### src/rtl/ft_tx_arbiter.sv
// ============================================================================
// ft_tx_arbiter : round-robin framer of 4 FWFT packet sources into FT2232 OUT FIFO
// Rev 1.0
// ============================================================================
`default_nettype none

module ft_tx_arbiter (
  input  logic        clk_i,
  input  logic        reset_n_i,
  input  logic [3:0]  req_i,
  input  logic [23:0] len_i,
  input  logic [31:0] data_i,
  output logic [3:0]  data_rd_o,
  output logic [3:0]  grant_o,
  output logic        busy_o,
  output logic        wr_out_fifo_en_o,
  output logic [7:0]  wr_out_fifo_data_o,
  input  logic        wr_out_fifo_full_i,
  input  logic        wr_out_fifo_afull_i
);

  localparam logic [2:0] S_IDLE    = 3'd0;
  localparam logic [2:0] S_SYNC    = 3'd1;
  localparam logic [2:0] S_HDR     = 3'd2;
  localparam logic [2:0] S_PAYLOAD = 3'd3;
  localparam logic [2:0] S_CSUM    = 3'd4;
  localparam logic [7:0] SYNC_BYTE = 8'hA5;

  logic [2:0] state_q, state_d;
  logic [1:0] win_q, win_d;
  logic [1:0] last_q, last_d;
  logic [5:0] len_q, len_d;
  logic [5:0] cnt_q, cnt_d;
  logic [7:0] csum_q, csum_d;
  logic [7:0] data_q, data_d;
  logic [3:0] grant_q, grant_d;
  logic       en_q, en_d;
  logic       busy_q, busy_d;

  logic       space;
  logic [1:0] rr_idx;
  logic       rr_found;
  logic [5:0] len_arr [4];
  logic [7:0] data_sel;

  assign space    = ~wr_out_fifo_full_i & ~wr_out_fifo_afull_i;
  assign data_sel = data_i[{win_q, 3'b000} +: 8];

  // Round-robin search begins one past the previous winner.
  always_comb begin
    rr_idx   = 2'd0;
    rr_found = 1'b0;
    for (int i = 1; i <= 4; i++) begin
      logic [1:0] cand;
      cand = last_q + 2'(i);
      if (!rr_found && req_i[cand]) begin
        rr_found = 1'b1;
        rr_idx   = cand;
      end
    end
  end

  always_comb begin
    for (int k = 0; k < 4; k++) begin
      len_arr[k] = len_i[6*k +: 6];
    end
  end

  always_ff @(posedge clk_i or negedge reset_n_i) begin
    if (!reset_n_i) begin
      state_q <= S_IDLE;
    end else begin
      state_q <= state_d;
    end
  end

  always_comb begin
    state_d = state_q;
    case (state_q)
      S_IDLE:    if (rr_found) state_d = S_SYNC;
      S_SYNC:    if (space) state_d = S_HDR;
      S_HDR:     if (space) state_d = S_PAYLOAD;
      S_PAYLOAD: if (space && (cnt_q == len_q)) state_d = S_CSUM;
      S_CSUM:    if (space) state_d = S_IDLE;
      default:   state_d = S_IDLE;
    endcase
  end

  // Every write is registered; a cycle without space leaves en low and all context held.
  always_comb begin
    en_d      = 1'b0;
    data_d    = data_q;
    grant_d   = grant_q;
    busy_d    = busy_q;
    win_d     = win_q;
    last_d    = last_q;
    len_d     = len_q;
    cnt_d     = cnt_q;
    csum_d    = csum_q;
    data_rd_o = 4'b0000;
    case (state_q)
      S_IDLE: begin
        if (rr_found) begin
          win_d   = rr_idx;
          len_d   = len_arr[rr_idx];
          grant_d = 4'b0001 << rr_idx;
          busy_d  = 1'b1;
        end
      end
      S_SYNC: begin
        if (space) begin
          en_d   = 1'b1;
          data_d = SYNC_BYTE;
        end
      end
      S_HDR: begin
        if (space) begin
          en_d   = 1'b1;
          data_d = {win_q, len_q};
          cnt_d  = 6'd0;
          csum_d = 8'h00;
        end
      end
      S_PAYLOAD: begin
        if (space) begin
          data_rd_o = 4'b0001 << win_q;
          en_d      = 1'b1;
          data_d    = data_sel;
          csum_d    = csum_q ^ data_sel;
          cnt_d     = cnt_q + 6'd1;
        end
      end
      S_CSUM: begin
        if (space) begin
          en_d    = 1'b1;
          data_d  = csum_q;
          grant_d = 4'b0000;
          busy_d  = 1'b0;
          last_d  = win_q;
        end
      end
      default: begin
        en_d = 1'b0;
      end
    endcase
  end

  always_ff @(posedge clk_i or negedge reset_n_i) begin
    if (!reset_n_i) begin
      en_q    <= 1'b0;
      data_q  <= 8'h00;
      grant_q <= 4'b0000;
      busy_q  <= 1'b0;
      win_q   <= 2'd0;
      last_q  <= 2'd3;
      len_q   <= 6'd0;
      cnt_q   <= 6'd0;
      csum_q  <= 8'h00;
    end else begin
      en_q    <= en_d;
      data_q  <= data_d;
      grant_q <= grant_d;
      busy_q  <= busy_d;
      win_q   <= win_d;
      last_q  <= last_d;
      len_q   <= len_d;
      cnt_q   <= cnt_d;
      csum_q  <= csum_d;
    end
  end

  assign grant_o            = grant_q;
  assign busy_o             = busy_q;
  assign wr_out_fifo_en_o   = en_q;
  assign wr_out_fifo_data_o = data_q;

endmodule

`default_nettype wire

### config.mk
export PLATFORM = sky130hd
export DESIGN_NAME = ft_tx_arbiter
export DESIGN_NICKNAME = d
export VERILOG_FILES = /design/src/rtl/ft_tx_arbiter.sv
export SDC_FILE = /design/constraint.sdc
export NUM_CORES = 1
export LEC_CHECK = 0
export CAP_MARGIN = 30
export CORE_ASPECT_RATIO = 1.4
export CORE_MARGIN = 8
export CORE_UTILIZATION = 30
export CTS_CLUSTER_SIZE = 24
export DETAILED_ROUTE_END_ITERATION = 12
export DONT_BUFFER_PORTS = 1
export GPL_ROUTABILITY_DRIVEN = 0
export GPL_TIMING_DRIVEN = 1
export PLACE_DENSITY = 0.46
export SKIP_LAST_GASP = 1
export SLEW_MARGIN = 25
export SYNTH_ARGS = -nofsm -noshare
export SYNTH_HDL_FRONTEND = slang
export SYNTH_SLANG_ARGS = --single-unit
### constraint.sdc
create_clock -name clk_i -period 6.1 [get_ports clk_i]
set_input_delay 0.915 -clock clk_i [delete_from_list [all_inputs] [get_ports clk_i]]
set_output_delay 0.915 -clock clk_i [all_outputs]
set_load 0.02 [all_outputs]
==> flow_summary.json, run 1 <==
{
  "status": "completed",
  "clk_transition_reported_paths_ns": 0.06,
  "cts_repair_resize_count": 0,
  "synth_seq_area_share_pct": 40.3,
  "first_iter_violations": 84,
  "drt_antenna_net_count": 0,
  "cts.root.buffer_cell": "sky130_fd_sc_hd__clkbuf_16",
  "max_cap_violations": 0,
  "ir_drop_mv": 0.134,
  "syn-instance-count": 243,
  "clock-sinks": 41,
  "power.share.combinational_pct": 32.5,
  "post_synth_num_cell_types": 46,
  "power.density_nw_per_um2": 460,
  "cts_setup_buffers": 0,
  "setup_total_negative_slack_ns": 0,
  "synth.yosys.warnings": 0,
  "worstPathBufferInverterCount": 0,
  "vias": 1828,
  "timing_max_transition_violations_final": 0,
  "avg_cell_area_syn_um2": 10.5,
  "tightest_slew_ns": 0.850,
  "period_needed_ns": 3.10,
  "clk-insertion-delay-late_ns": 0.28,
  "power_dissipated_by_switching_net_loads_uw": 477,
  "area_growth_syn_to_layout_pct": 7.55,
  "hp-class": "in -> async",
  "critical_path_arrival_ns": 2.19,
  "totalWireLength_um": 6850,
  "area_enclosed_by_the_die_boundary_um2": 11800,
  "drc": 0,
  "first_pass_iters": 4,
  "crit-reg2reg-launch": "last_q[1]",
  "power.switching_fraction_pct": 37.7,
  "hpwl_um": 5160,
  "synth_nets": 308,
  "antenna_found_initial": 0,
  "cpMaxStageDelayCell": "sky130_fd_sc_hd__nor3b_1",
  "dieWidth_um": 94.0,
  "row_count": 40,
  "clock_skew_ns": 0.00620,
  "num_antenna_cells": 0,
  "cellLeakagePower_uw": 0.00117,
  "cts-buffers-inserted": 5,
  "final_common_cell": "sky130_fd_sc_hd__dfrtp_1",
  "max-slew-margin-rel_pct": 43.3,
  "largest_net_degree_at_the_start_of_global_routing": 42,
  "pin_count": 82,
  "grt_pass1_vias": 2005,
  "die_height_um": 125,
  "p_int_uw": 787,
  "final_cell_mix": "sky130_fd_sc_hd__dfrtp_1 (39), sky130_fd_sc_hd__nand2_1 (34), sky130_fd_sc_hd__mux2i_1 (25)",
  "rsz0062_at_grt": "no",
  "starting_density_pct": 30.4,
  "drt-vias-per-instance": 5.33,
  "report.power.total_uw": 1260,
  "worst_path_required_time_ns": 5.18,
  "detail_route.wl_per_cell_um": 20.0,
  "power.sequential.fraction_pct": 45.7,
  "overflow": 0,
  "rr_endpoint": "len_q[0]",
  "nets": 302,
  "post_route_cells_drive_above_1_share_pct": 15.5,
  "final_setup_violation_count": 0,
  "synth_seq_cells": 41,
  "worst-setup-path-type": "in -> out",
  "clock_tree.htree_level_count": 2,
  "buffer_ports.inserted": 0,
  "worst_path_fanout_max": 5,
  "max_freq_mhz": 323,
  "cp_cell_sequence": "or2_2 -> nor2_1 -> nand2_1 -> nor3b_1",
  "endpoint_kind": "primary output",
  "cts_tree": "built",
  "post_cts_hold_buffer_count": 0,
  "groute.usage.overall_pct": 11.9,
  "mappedNetlistArea_um2": 2550,
  "timing.critical_path.slowest_cell_delay_ns": 0.63,
  "grt_first_pass_wirelength_um": 10900,
  "fraction_of_the_cycle_the_final_worst_path_needs_pct": 50.8,
  "r2r.worst_path.cells": 5,
  "power_frac_clock_pct": 21.8,
  "crit_family": "simple AND/OR/NAND/NOR gates",
  "rrSetupSlack_ns": 3.75,
  "finalHoldViolCount": 0,
  "placeableCoreArea_um2": 8410,
  "max-clock-path-buffers": 2,
  "worst_setup_path_start_kind": "primary input"
}
-- flip-flops by register name, summed over array words and instances, names as in the netlist --
| signal | count |
|---|---|
| busy_o | 1 |
| cnt_q | 6 |
| csum_q | 8 |
| grant_o | 4 |
| last_q | 2 |
| len_q | 6 |
| state_q | 3 |
| win_q | 2 |
| wr_out_fifo_data_o | 8 |
| wr_out_fifo_en_o | 1 |
-- worst max path at each step --
stage	from	endpoint	slack, ns	depth (start not counted)
finish	wr_out_fifo_afull_i	data_rd_o[2]	3.00	4
global route	wr_out_fifo_afull_i	data_rd_o[1]	2.88	4
CTS	wr_out_fifo_afull_i	data_rd_o[2]	2.99	4
detailed placement	wr_out_fifo_afull_i	data_rd_o[2]	2.99	4
global placement	wr_out_fifo_afull_i	data_rd_o[2]	3.00	4
floorplan	wr_out_fifo_afull_i	data_rd_o[2]	2.77	5
-- routing by layer --
metal	routed length (um)	global-route usage, %
met1	2770	12.9
met3	407	3.29
met2	3520	20.8
met4	152	5.15
met5	0	0
-- cells in the mapped netlist, drive strengths merged --
cell type / instances / area, um2
a221o: 5 / 50.1
and2: 1 / 6.26
a21oi: 5 / 25.0
ha: 1 / 12.5
nor2: 10 / 37.5
nor4: 1 / 6.26
a32o: 1 / 10.0
and4: 1 / 8.76
o21ai: 8 / 40.0
or2: 3 / 18.8
nor2b: 2 / 12.5
buf: 10 / 86.3
a22o: 13 / 114
a211oi: 1 / 7.51
o21bai: 2 / 18.8
inv: 3 / 11.3
xor2: 1 / 8.76
nor3: 4 / 20.0
a22oi: 5 / 37.5
dfrtp: 39 / 976
mux2i: 25 / 250
nand3: 17 / 105
xnor2: 6 / 52.6
nor3b: 2 / 15.0
mux2: 6 / 71.3
or4: 1 / 11.3
a21o: 3 / 22.5
o22ai: 5 / 31.3
a21boi: 1 / 7.51
clkbuf: 6 / 32.5
nand2: 34 / 128
dfstp: 2 / 52.6
nand2b: 4 / 25.0
mux4: 8 / 180
and3b: 2 / 17.5
nand3b: 3 / 22.5
o31ai: 2 / 20.0
-- cell families (layout without fill, tap and decap cells) --
kind of cell / Yosys count / after routing / synth area share (%)
AO/OA/AOI/OAI: 51 / 51 / 15.0
XOR/XNOR: 7 / 7 / 2.40
adder cells (fa/ha/maj): 1 / 1 / 0.490
buffers and inverters: 19 / 14 / 5.10
flip-flops: 41 / 41 / 40.3
multiplexers: 39 / 39 / 19.7
AND/OR/NAND/NOR: 85 / 85 / 17.0
-- power by group through the flow --
stage | logic [uW] | registers [uW] | clock network, uW
final | 410 | 578 | 276
after global routing | 459 | 601 | 296
after CTS | 417 | 584 | 285
after detailed placement | 414 | 588 | 0
after global placement | 408 | 585 | 0
after floorplan | 387 | 508 | 0
-- area by class of cell --
cell class              instances  area (um2)
inverters                       3        11.3
multi-input cells             183        1390
well taps                     105         131
repair buffers                  3        22.5
clock buffers                   7         153
fillers                       879        5660
flip-flops and latches         41        1030
clock inverters                 1        5.00
-- stage by stage --
stage | utilization (%) | setup WS, ns | hold WS (ns) | instances | instance area, um2
6_report | 32.6 | 3.00 | 0.331 | 343 | 2750
5_1_grt | 32.6 | 2.88 | 0.315 | 343 | 2750
4_1_cts | 32.6 | 2.99 | 0.321 | 343 | 2750
3_5_place_dp | 30.8 | 2.99 | 0.487 | 335 | 2590
3_3_place_gp | 30.8 | 3.00 | 0.474 | 335 | 2590
2_1_floorplan | - | 2.77 | 0.456 | 243 | 2550
-- worst register-to-register path, stage by stage (launching register included) --
cell                       delay (ns)
sky130_fd_sc_hd__dfstp_2         0.60
sky130_fd_sc_hd__nand2b_1        0.12
sky130_fd_sc_hd__a21boi_0        0.09
sky130_fd_sc_hd__o21bai_2        0.67
sky130_fd_sc_hd__mux2_2          0.42
sky130_fd_sc_hd__a221o_1         0.32
Note: power is estimated with default switching activity, not from simulation.
==> run 2: changes to the inputs <==
clock period = 3.05 ns   (was 6.1 ns; I/O delays follow)
==> run 2 against run 1 <==
Combinational power up 120%. Critical path depth unchanged. Die area unchanged. Worst hold slack worse by 0.32 ns. Clock skew down 0.0026 ns. Routed wire length up 5.6%. Total power up 100%. First-iteration DRC count up 57%. Critical endpoint is now data_rd_o[3].
==> flow_summary.json, run 2 (synthesis results as in run 1) <==
{
  "status": "completed",
  "row_count": 40,
  "pin_count": 82,
  "detail_route.wl_per_cell_um": 20.7,
  "finalHoldViolCount": 0,
  "ir_drop_mv": 0.306,
  "fraction_of_the_cycle_the_final_worst_path_needs_pct": 73.3,
  "die_height_um": 125,
  "first_pass_iters": 4,
  "global_route_met1_utilization_pct": 14.6,
  "nFillCells": 908,
  "clk-insertion-delay-late_ns": 0.28,
  "post_route_cells_drive_above_1_share_pct": 17.6,
  "drc": 0,
  "placeableCoreArea_um2": 8410,
  "worst_setup_path_start_kind": "register",
  "use_met2_pct": 21.9,
  "timing_max_transition_violations_final": 0,
  "cts_tree": "built",
  "endpoint_kind": "primary output",
  "final_setup_violation_count": 0,
  "cts_setup_buffers": 0,
  "max_cap_violations": 0,
  "setup_total_negative_slack_ns": 0,
  "timing.critical_path.slowest_cell_delay_ns": 0.48,
  "worstPathBufferInverterCount": 1,
  "area_enclosed_by_the_die_boundary_um2": 11800,
  "clock-sinks": 41,
  "cellLeakagePower_uw": 0.00121,
  "clock_tree.htree_level_count": 2,
  "cp_cell_sequence": "nand2b_1 -> nor2_1 -> buf_4 -> and4_1",
  "worst_path_required_time_ns": 2.59,
  "cts-buffers-inserted": 5,
  "global_route.peak_usage_layer": "met2",
  "max-slew-margin-rel_pct": 57.3,
  "final_cell_mix": "sky130_fd_sc_hd__dfrtp_1 (39), sky130_fd_sc_hd__nand2_1 (34), sky130_fd_sc_hd__mux2i_1 (25)",
  "antenna_found_initial": 0,
  "drt_antenna_net_count": 0,
  "nets": 310,
  "final_common_cell": "sky130_fd_sc_hd__dfrtp_1",
  "max_freq_mhz": 447,
  "grt_util_met3_pct": 3.11,
  "cts.root.buffer_cell": "sky130_fd_sc_hd__clkbuf_16",
  "rsz0062_at_grt": "no",
  "area_growth_syn_to_layout_pct": 9.80,
  "num_antenna_cells": 0,
  "period_needed_ns": 2.24,
  "power.density_nw_per_um2": 910,
  "cpMaxStageDelayCell": "sky130_fd_sc_hd__dfrtp_1",
  "max-clock-path-buffers": 2,
  "drt-vias-per-instance": 5.43,
  "multi_input_area_um2": 1390,
  "groute.usage.overall_pct": 12.7,
  "overflow": 0,
  "crit_family": "simple AND/OR/NAND/NOR gates",
  "worst-setup-path-type": "reg -> out",
  "worst_path_fanout_max": 15,
  "starting_density_pct": 30.4,
  "report.power.total_uw": 2550,
  "grt_pass1_vias": 1987,
  "tightest_slew_ns": 0.635,
  "critical_path_launch_point": "state_q[2]",
  "critical_path_arrival_ns": 1.78,
  "first_iter_violations": 132,
  "vias": 1900,
  "grt_first_pass_wirelength_um": 11500,
  "clk_transition_reported_paths_ns": 0.06,
  "crit-reg2reg-launch": "last_q[1]",
  "largest_net_degree_at_the_start_of_global_routing": 40,
  "hp-class": "in -> async",
  "clock_skew_ns": 0.00362,
  "totalWireLength_um": 7240,
  "hpwl_um": 5420,
  "buffer_ports.inserted": 0,
  "post-route-util_pct": 33.3,
  "regArea_um2": 1030,
  "dieWidth_um": 94.0
}
-- run 2: changes by cell type in the layout (fill, tap and decap cells not counted), sizes merged --
cell	before	now
clkinv	1	0
buf	3	11
-- run 2: layer usage --
metal  part of all wire (%)  vias to the layer above  wire length, um
met5                      0                        -                0
met4                    1.4                        0              102
met3                    6.4                        6              464
met2                     53                       60             3860
met1                     39                      933             2810
li1                       -                      901                -
-- run 2: per-stage QoR --
step                cell area, um2  hold WS, ns  worst slack, ns  instances
floorplan                     2550        0.162            0.633        243
global route                  2800      0.00654            0.651        350
detailed placement            2640        0.165            0.892        342
CTS                           2800       0.0103            0.795        350
finish                        2800       0.0131            0.814        350
global placement              2640        0.165            0.941        342
-- run 2: where the power goes --
| group | switching, uW | internal (uW) | total (uW) | leakage [uW] |
|---|---|---|---|---|
| logic | 406 | 495 | 901 | 0.000672 |
| registers | 361 | 762 | 1120 | 0.000466 |
| clock network | 205 | 321 | 526 | 0.0000700 |
| total | 972 | 1580 | 2550 | 0.00121 |
-- run 2: cell type report --
| class | instances | area share, % |
|---|---|---|
| flip-flops and latches | 41 | 36.7 |
| multi-input cells | 183 | 49.7 |
| repair buffers | 11 | 3.39 |
| well taps | 105 | 4.69 |
| inverters | 3 | 0.402 |
| clock buffers | 7 | 5.09 |
-- run 2: timing repair --
| action | CTS | global route |
|---|---|---|
| gates resized for setup | 0 | 0 |
| endpoints found under the hold margin | 39 | 0 |
| endpoints found under the setup margin | 0 | 0 |
| hold buffers | 1 | 0 |
-- run 2: path summary, 6_finish.rpt --
kind | to | slack (ns) | cells past startpoint
max | data_rd_o[3] | 0.81 | 4
min | wr_out_fifo_data_o[6] | 0.01 | 1
max reg2reg | len_q[5] | 0.91 | 5
min reg2reg | last_q[0] | 0.49 | 2
max in group asynchronous | len_q[5] | 2.82 | 1
min in group clk_i | len_q[3] | 0.43 | 2
